--- src/rtl/mem_port_arbiter.sv ---
// Two-port memory arbiter: an instruction-fetch port and a data port share
// one single-outstanding memory port. Data is favoured, but a waiting fetch
// is forced through after STREAK consecutive data grants.
module mem_port_arbiter #(
  parameter int STREAK = 3
) (
  input  logic        clk,
  input  logic        reset,

  input  logic        if_req,
  input  logic [31:2] if_addr,
  output logic        if_gnt,
  output logic        if_valid,
  output logic [31:0] if_rdata,

  input  logic        d_req,
  input  logic        d_we,
  input  logic [31:2] d_addr,
  input  logic [31:0] d_wdata,
  output logic        d_gnt,
  output logic        d_valid,
  output logic [31:0] d_rdata,

  output logic        mem_en,
  output logic        mem_we,
  output logic [31:2] mem_addr,
  output logic [31:0] mem_wdata,
  input  logic [31:0] mem_rdata,
  input  logic        mem_ready
);

  typedef enum logic [1:0] {
    IDLE = 2'd0,
    BUSY = 2'd1,
    DONE = 2'd2
  } state_t;

  localparam int SW = (STREAK < 1) ? 1 : $clog2(STREAK + 1);
  localparam logic [SW-1:0] STREAK_MAX = SW'(STREAK);

  state_t        r_state;
  logic          r_owner;       // 0 = fetch, 1 = data
  logic [SW-1:0] r_streak_cnt;
  logic          r_if_gnt;
  logic          r_d_gnt;
  logic          r_if_valid;
  logic          r_d_valid;
  logic          r_mem_en;
  logic          r_mem_we;
  logic [31:2]   r_mem_addr;
  logic [31:0]   r_mem_wdata;
  logic [31:0]   r_if_rdata;
  logic [31:0]   r_d_rdata;

  logic          w_any_req;
  logic          w_fetch_wins;
  logic [SW-1:0] w_streak_nxt;

  assign w_any_req    = if_req | d_req;
  // A fetch wins when it is alone, or when data has used up its streak.
  assign w_fetch_wins = if_req && (!d_req || (r_streak_cnt == STREAK_MAX));

  // Streak counter value to load at an arbitration (IDLE) edge.
  always_comb begin
    // NOTE: default assignment first so every path drives the signal and no latch is inferred.
    w_streak_nxt = r_streak_cnt;
    if (!if_req || w_fetch_wins) begin
      w_streak_nxt = '0;
    end else if (r_streak_cnt != STREAK_MAX) begin
      w_streak_nxt = r_streak_cnt + SW'(1);
    end
  end

  // Arbitration FSM with registered grant/valid/memory outputs.
  always_ff @(posedge clk or negedge reset) begin
    if (!reset) begin
      // NOTE: the latched address/data and rdata registers are reset too, so
      // the memory port and read data read as zero while reset is held.
      r_state      <= IDLE;
      r_owner      <= 1'b0;
      r_streak_cnt <= '0;
      r_if_gnt     <= 1'b0;
      r_d_gnt      <= 1'b0;
      r_if_valid   <= 1'b0;
      r_d_valid    <= 1'b0;
      r_mem_en     <= 1'b0;
      r_mem_we     <= 1'b0;
      r_mem_addr   <= '0;
      r_mem_wdata  <= '0;
      r_if_rdata   <= '0;
      r_d_rdata    <= '0;
    end else begin
      // NOTE: non-blocking assignments so every register samples the
      // pre-edge values of the others, regardless of statement order.
      r_if_gnt   <= 1'b0;
      r_d_gnt    <= 1'b0;
      r_if_valid <= 1'b0;
      r_d_valid  <= 1'b0;

      unique case (r_state)
        IDLE: begin
          r_streak_cnt <= w_streak_nxt;
          if (w_any_req) begin
            r_state  <= BUSY;
            r_mem_en <= 1'b1;
            if (w_fetch_wins) begin
              r_owner    <= 1'b0;
              r_if_gnt   <= 1'b1;
              r_mem_we   <= 1'b0;
              r_mem_addr <= if_addr;
            end else begin
              r_owner     <= 1'b1;
              r_d_gnt     <= 1'b1;
              r_mem_we    <= d_we;
              r_mem_addr  <= d_addr;
              r_mem_wdata <= d_wdata;
            end
          end
        end

        BUSY: begin
          if (mem_ready) begin
            r_state  <= DONE;
            r_mem_en <= 1'b0;
            r_mem_we <= 1'b0;
            if (r_owner) begin
              r_d_valid <= 1'b1;
              // Stores return zero rather than whatever the memory drives.
              r_d_rdata <= r_mem_we ? 32'h0 : mem_rdata;
            end else begin
              r_if_valid <= 1'b1;
              r_if_rdata <= mem_rdata;
            end
          end
        end

        DONE: begin
          r_state <= IDLE;
        end

        default: begin
          r_state <= IDLE;
        end
      endcase
    end
  end

  assign if_gnt    = r_if_gnt;
  assign d_gnt     = r_d_gnt;
  assign if_valid  = r_if_valid;
  assign d_valid   = r_d_valid;
  assign if_rdata  = r_if_rdata;
  assign d_rdata   = r_d_rdata;
  assign mem_en    = r_mem_en;
  assign mem_we    = r_mem_we;
  assign mem_addr  = r_mem_addr;
  assign mem_wdata = r_mem_wdata;

endmodule

--- config.mk ---
export PLATFORM = sky130hd
export DESIGN_NAME = mem_port_arbiter
export DESIGN_NICKNAME = d
export VERILOG_FILES = /design/src/rtl/mem_port_arbiter.sv
export SDC_FILE = /design/constraint.sdc
export NUM_CORES = 1
export LEC_CHECK = 0
export ABC_CLOCK_PERIOD_IN_PS = 1950
export CORE_MARGIN = 5
export CORE_UTILIZATION = 41
export DETAILED_ROUTE_END_ITERATION = 7
export HOLD_SLACK_MARGIN = 0.1
export PLACE_DENSITY = 0.89
export SLEW_MARGIN = 20
export SYNTH_ARGS = -nofsm -noshare
export SYNTH_HDL_FRONTEND = slang
export SYNTH_SLANG_ARGS = --single-unit
--- constraint.sdc ---
create_clock -name clk -period 1.95 [get_ports clk]
set_input_delay 0.39 -clock clk [delete_from_list [all_inputs] [get_ports clk]]
set_output_delay 0.39 -clock clk [all_outputs]
set_load 0.01 [all_outputs]
Yosys cells after proc, flatten, opt, wreduce, memory -nomap -nowiden --
Index checks and enable logic that the tools add are counted.
Word-level totals: memory bits (writable) 0, input port bits 130, logic and storage cells 62, memories kept 0, latch bits 0, output and inout port bits 132, flip-flop bits (word level) 137, memory bits (read-only) 0
Operators by class: bitwise logic cells 3, shift-type cells 0, $lt $le $gt $ge 0, reductions and logical operators 15, div/mod/pow operators 0, multipliers 0, multiplexer cells 25, add/sub/neg operators 1, eq/ne operators 5
Operator list (count):
- $mux W32 | 1
- $mux W30 | 1
- $mux W1 | 16
- $reduce_and A3 Y1 | 4
- $mux W2 | 4
- $ne A2 B2 Y1 const B | 3
- $reduce_and A2 Y1 | 3
- $pmux W1 S2 | 2
- $pmux W2 S2 | 1
- $reduce_bool A2 Y1 | 2
- $add A2 B1 Y2 const B | 1
- $eq A2 B1 Y1 const B | 1
- $eq A2 B2 Y1 const B | 1
- $logic_not A1 Y1 | 2
- $logic_not A2 Y1 | 1
- $logic_or A1 B1 Y1 | 2
- $not A1 Y1 | 2
- $logic_and A1 B1 Y1 | 1
- $or A1 B1 Y1 | 1

Depth between registers and ports, before layout --
depth in word-level cells 6, mapped depth 5, mapped depth without buffers 4

Least setup slack after synthesis --
Ideal clock, no wire load.
kind flip-flop to flip-flop, from register r_streak_cnt[0], to register r_mem_wdata[0], in the netlist mem_wdata[0], cell stages (with the launch flop) 6, setup time 128 ps, arrival time 1325 ps, path slack 497 ps, required time 1822 ps, buffers on the path 1, period minus slack after synthesis 1453 ps, path through dfrtp_1 ha_1 nand2_1 nand3_2 buf_2 mux2_1
Between the ends: word-level cells in the longest chain between the ends 5
RTL lines:
- from (decl) | line 43 | logic [SW-1:0] r_streak_cnt;
- from (signal assigned) | line 102 | r_streak_cnt <= w_streak_nxt;
- $eq A2 B2 Y1 | line 61 | assign w_fetch_wins = if_req && (!d_req || (r_streak_cnt == STREAK_MAX));
- $logic_or A1 B1 Y1 | line 61
- $logic_and A1 B1 Y1 | line 61
- $not A1 Y1 (no source line)
- $reduce_and A3 Y1 (no source line)
- to (signal assigned) | line 116 | r_mem_wdata <= d_wdata;
- to (decl) | line 51 | logic [31:0] r_mem_wdata;
No other way between the ends. A chain may end at the register's enable or synchronous reset.

Worst setup path after layout --
from register r_mem_addr, in the netlist mem_addr[6], to output port mem_addr[6] (netlist name)
RTL lines:
- from (decl) | line 50 | logic [31:2] r_mem_addr;
- from (signal assigned) | line 110 | r_mem_addr <= if_addr;
- from (signal assigned) | line 115 | r_mem_addr <= d_addr;
- to (decl) | line 26 | output logic [31:2] mem_addr,
No word-level cell between the ends.

==> summary.txt <==
FLOORPLANNING
-----------------------------------------------------------------------------------------------------------------
I/O pin cnt                                                                                                   262
CORE AREA                                                                                             0.01372 mm2
Row count                                                                                                      43
Effective utilization at floorplan                                                                         41.24%
Chip width                                                                                               127.5 um
Die Ht                                                                                                   127.5 um
Die area                                                                                              0.01625 mm2

SYNTHESIS
-----------------------------------------------------------------------------------------------------------------
Simple-Gate Fraction of Synth Area                                                                         7.674%
Gate Count Post-Synth                                                                                         457
Unique masters post-synth                                                                                      29
#FFs+latches synth                                                                                            137
Post-Synthesis Net Count                                                                                      588
Cell Area, Synth                                                                                     0.005658 mm2
Arithmetic-cell share of the synthesized area counting full adders, half adders and majority gates        0.2211%
Post-Synth XOR/XNOR Area                                                                                       0%
Syn. warnings                                                                                                   0
Dominant combinational cell family by area after synthesis                                           compound AO/OA/AOI/OAI gates
Post-Synthesis Mean Instance Area                                                                       12.38 um2
Fraction of the yosys area taken by sequential cells                                                       60.59%
Share of synthesized area spent on multiplexers                                                            12.74%
Compound-gate portion of the synthesized area                                                              15.37%

TIMING
-----------------------------------------------------------------------------------------------------------------
Clock period minus final worst setup slack                                                               1.750 ns
Final-report setup violation count                                                                              0
Slew of the pin with the lowest slew margin                                                             0.4085 ns
Min Hold Slack                                                                                          0.4777 ns
Worst clock skew                                                                                      0.007795 ns
Fmax achieved                                                                                           571.3 MHz
Slew HR                                                                                                    72.77%
Final cycle utilization of the critical path                                                               89.76%
Hold Vio Cnt, Final                                                                                             0
Sum Neg Setup Slack                                                                                          0 ns
Total count of max-transition violations in the final report                                                    0
Setup repair after global routing missed its margin                                                            no

CLOCK NETWORK
-----------------------------------------------------------------------------------------------------------------
Clock Tree Buf Depth                                                                                            2
Later-pin clock latency in the skew report                                                                0.41 ns
CTS clk-pin slew, worst paths                                                                             0.06 ns
Root Buffer Master                                                                                   sky130_fd_sc_hd__clkbuf_16
CTS H-tree lvls                                                                                                 4
Post-CTS Setup Bufs                                                                                             0
TritonCTS sink count                                                                                          137
CTS tree                                                                                                      yes
Number of buffers created by CTS                                                                               17

GLOBAL ROUTING
-----------------------------------------------------------------------------------------------------------------
Total track usage                                                                                          21.12%
Number of antenna violations at the first check in global routing                                               0
Wire length of the first global-routing pass                                                             27.07 mm
Number of global-route vias before repair                                                                    5184
Largest net degree at the start of global routing                                                              66
Overall overflow remaining after global route                                                                   0

CRITICAL PATH
-----------------------------------------------------------------------------------------------------------------
Maximum fanout encountered on the critical timing path                                                          2
Category of the worst setup path capture point                                                         output pin
Cell chain of the critical path                                                                      clkdlybuf4s50_1
Buffers & Inverters on Critical Path                                                                            1
Setup slack on the worst flop-to-flop path                                                                0.31 ns
Arrival time at the worst endpoint                                                                        1.36 ns
RR Startpoint                                                                                        r_streak_cnt[0]
Delay of the slowest critical-path stage                                                                  0.57 ns
Number of cell instances on the worst register-to-register path                                                 5
Critical Path Start Type                                                                                     flop
Cell at the slowest stage of the critical path                                                       sky130_fd_sc_hd__clkdlybuf4s50_1
CP Data Required Time                                                                                     1.56 ns
Cell family with most CP delay                                                                       buffers and inverters
Critical path class                                                                                  flop to output pin
Capture point of the worst reg-to-reg path                                                           mem_addr[10]

PLACED DESIGN
-----------------------------------------------------------------------------------------------------------------
Routability congestion estimate from global placement                                                      0.8665
Detailed placement HPWL                                                                                  12.71 mm
IO buf count                                                                                                  261
Post-Place Cell Area                                                                                 0.008582 mm2

RUN STATUS
-----------------------------------------------------------------------------------------------------------------
Status                                                                                               finished clean

POWER AND IR DROP
-----------------------------------------------------------------------------------------------------------------
Power Dens Cells                                                                                      1575 mW/mm2
Leak pwr                                                                                                 3.808 nW
Maximum ir drop on the vdd rail                                                                          779.2 uV

DRT
-----------------------------------------------------------------------------------------------------------------
Violation count after the first detailed-routing iteration                                                    322
First-pass iteration count of the detailed router                                                               4
Antenna violation net count after detailed routing                                                              0
Final routed wirelength across all metal layers                                                          17.01 mm
# DRC                                                                                                           0
Vias per std cell                                                                                           5.168
Total number of vias                                                                                         4718
Routed length per instance                                                                               18.63 um

CELLS AND AREA
-----------------------------------------------------------------------------------------------------------------
Final instance area                                                                                  0.009123 mm2
Area occupied by registers                                                                           0.003428 mm2
Most common cell after layout, fill and taps aside                                                   sky130_fd_sc_hd__clkdlybuf4s50_1
Diodes inserted                                                                                                 0
Footprint of the multi-input gates                                                                   0.002047 mm2
Area Growth Syn to Fin                                                                                     61.23%
Share of layout cells above drive strength 1                                                               7.640%
Most frequent cells in the layout                                                                    sky130_fd_sc_hd__clkdlybuf4s50_1, sky130_fd_sc_hd__dfrtp_1, sky130_fd_sc_hd__mux2_1
Filler cell count in the final layout                                                                        1005
Net count of the finished layout                                                                              852

HOLD PATH
-----------------------------------------------------------------------------------------------------------------
Classification of the worst-slack hold path                                                          primary input to asynchronous set/reset pin

RUN
-----------------------------------------------------------------------------------------------------------------
Max-Cap Viols                                                                                                   0

[area by class of cell]
| cell class | count | share of cell area [%] |
|---|---|---|
| repair buffers | 284 | 31.53 |
| well taps | 180 | 2.469 |
| clock inverters | 9 | 0.8366 |
| multi-input cells | 277 | 22.44 |
| clock buffers | 22 | 4.979 |
| flip-flops and latches | 137 | 37.58 |
| inverters | 4 | 0.1646 |
[synth_stat cells, drive strengths merged]
| cell type | count | area (um2) |
|---|---|---|
| a21o | 1 | 7.510 |
| dfrtp | 137 | 3428 |
| clkbuf | 19 | 71.32 |
| nand4b | 1 | 8.760 |
| a2bb2oi | 30 | 262.8 |
| o22ai | 1 | 6.260 |
| nand2b | 34 | 212.7 |
| buf | 20 | 106.4 |
| nand3b | 1 | 7.510 |
| a311oi | 30 | 262.8 |
| o21ai | 65 | 325.3 |
| inv | 4 | 15.01 |
| or4 | 1 | 7.510 |
| nor3 | 1 | 5.000 |
| nand3 | 2 | 15.01 |
| nor2 | 4 | 20.02 |
| mux2 | 64 | 720.7 |
| a21oi | 1 | 5.000 |
| or2 | 1 | 6.260 |
| nor2b | 1 | 6.260 |
| ha | 1 | 12.51 |
| nand4 | 1 | 6.260 |
| nand2 | 37 | 138.9 |
[where the power goes]
group | total (mW) | internal, mW | switching [mW]
clock | 2.90 | 1.77 | 1.13
sequential | 5.02 | 4.22 | 0.800
combinational | 6.45 | 3.77 | 2.68
[flip-flops by register name, summed over array words and instances, names as in the netlist]
name,count
mem_addr,30
if_valid,1
d_valid,1
mem_wdata,32
mem_we,1
d_rdata,32
if_gnt,1
mem_en,1
d_gnt,1
r_owner,1
r_state,2
if_rdata,32
r_streak_cnt,2
[metrics by stage]
stage | power (mW) | setup slack (ns) | util, % | cells
2_1_floorplan | 7.689 | 0.4975 | - | 457
3_3_place_gp | 11.26 | 0.06942 | 62.55 | 881
3_5_place_dp | 11.55 | -0.01265 | 62.55 | 881
4_1_cts | 14.53 | 0.1767 | 66.49 | 913
5_1_grt | 15.20 | 0.1408 | 66.49 | 913
6_report | 14.37 | 0.1997 | 66.49 | 913
[cells by family after synthesis]
group / after synthesis
buf+inv: 43
fa+ha+maj: 1
simple gates: 84
flops: 137
mux: 64
compound gates: 128
[worst max-delay path by stage]
stage,startpoint,cells past startpoint,end
floorplan,r_streak_cnt[0],5,mem_wdata[0]
global placement,mem_ready,5,if_rdata[18]
detailed placement,mem_ready,5,if_rdata[20]
CTS,mem_addr[21],1,mem_addr[21]
global route,mem_addr[6],1,mem_addr[6]
finish,mem_addr[6],1,mem_addr[6]
[repair_timing]
action / in CTS / in global routing
hold endpoints to repair: 38 / 0
endpoints found under the setup margin: 0 / 0
hold buffers: 1 / 0
resized for setup: 0 / 0
[routing by layer]
layer	GRT usage (%)	part of all wire, %	vias up
met4	7.571	1.6	0
met2	35.74	51	224
met1	24.88	38	2289
met3	7.483	8.9	26
met5	0	0	-
li1	-	-	2179
[worst register-to-register path, stage by stage, from the launching register on]
cell and delay [ns]:
sky130_fd_sc_hd__dfrtp_1 0.40, sky130_fd_sc_hd__ha_1 0.23, sky130_fd_sc_hd__nand2b_1 0.17, sky130_fd_sc_hd__buf_4 0.20, sky130_fd_sc_hd__a311oi_1 0.41, sky130_fd_sc_hd__a2bb2oi_1 0.11
Note: power is estimated with default switching activity, not from simulation.
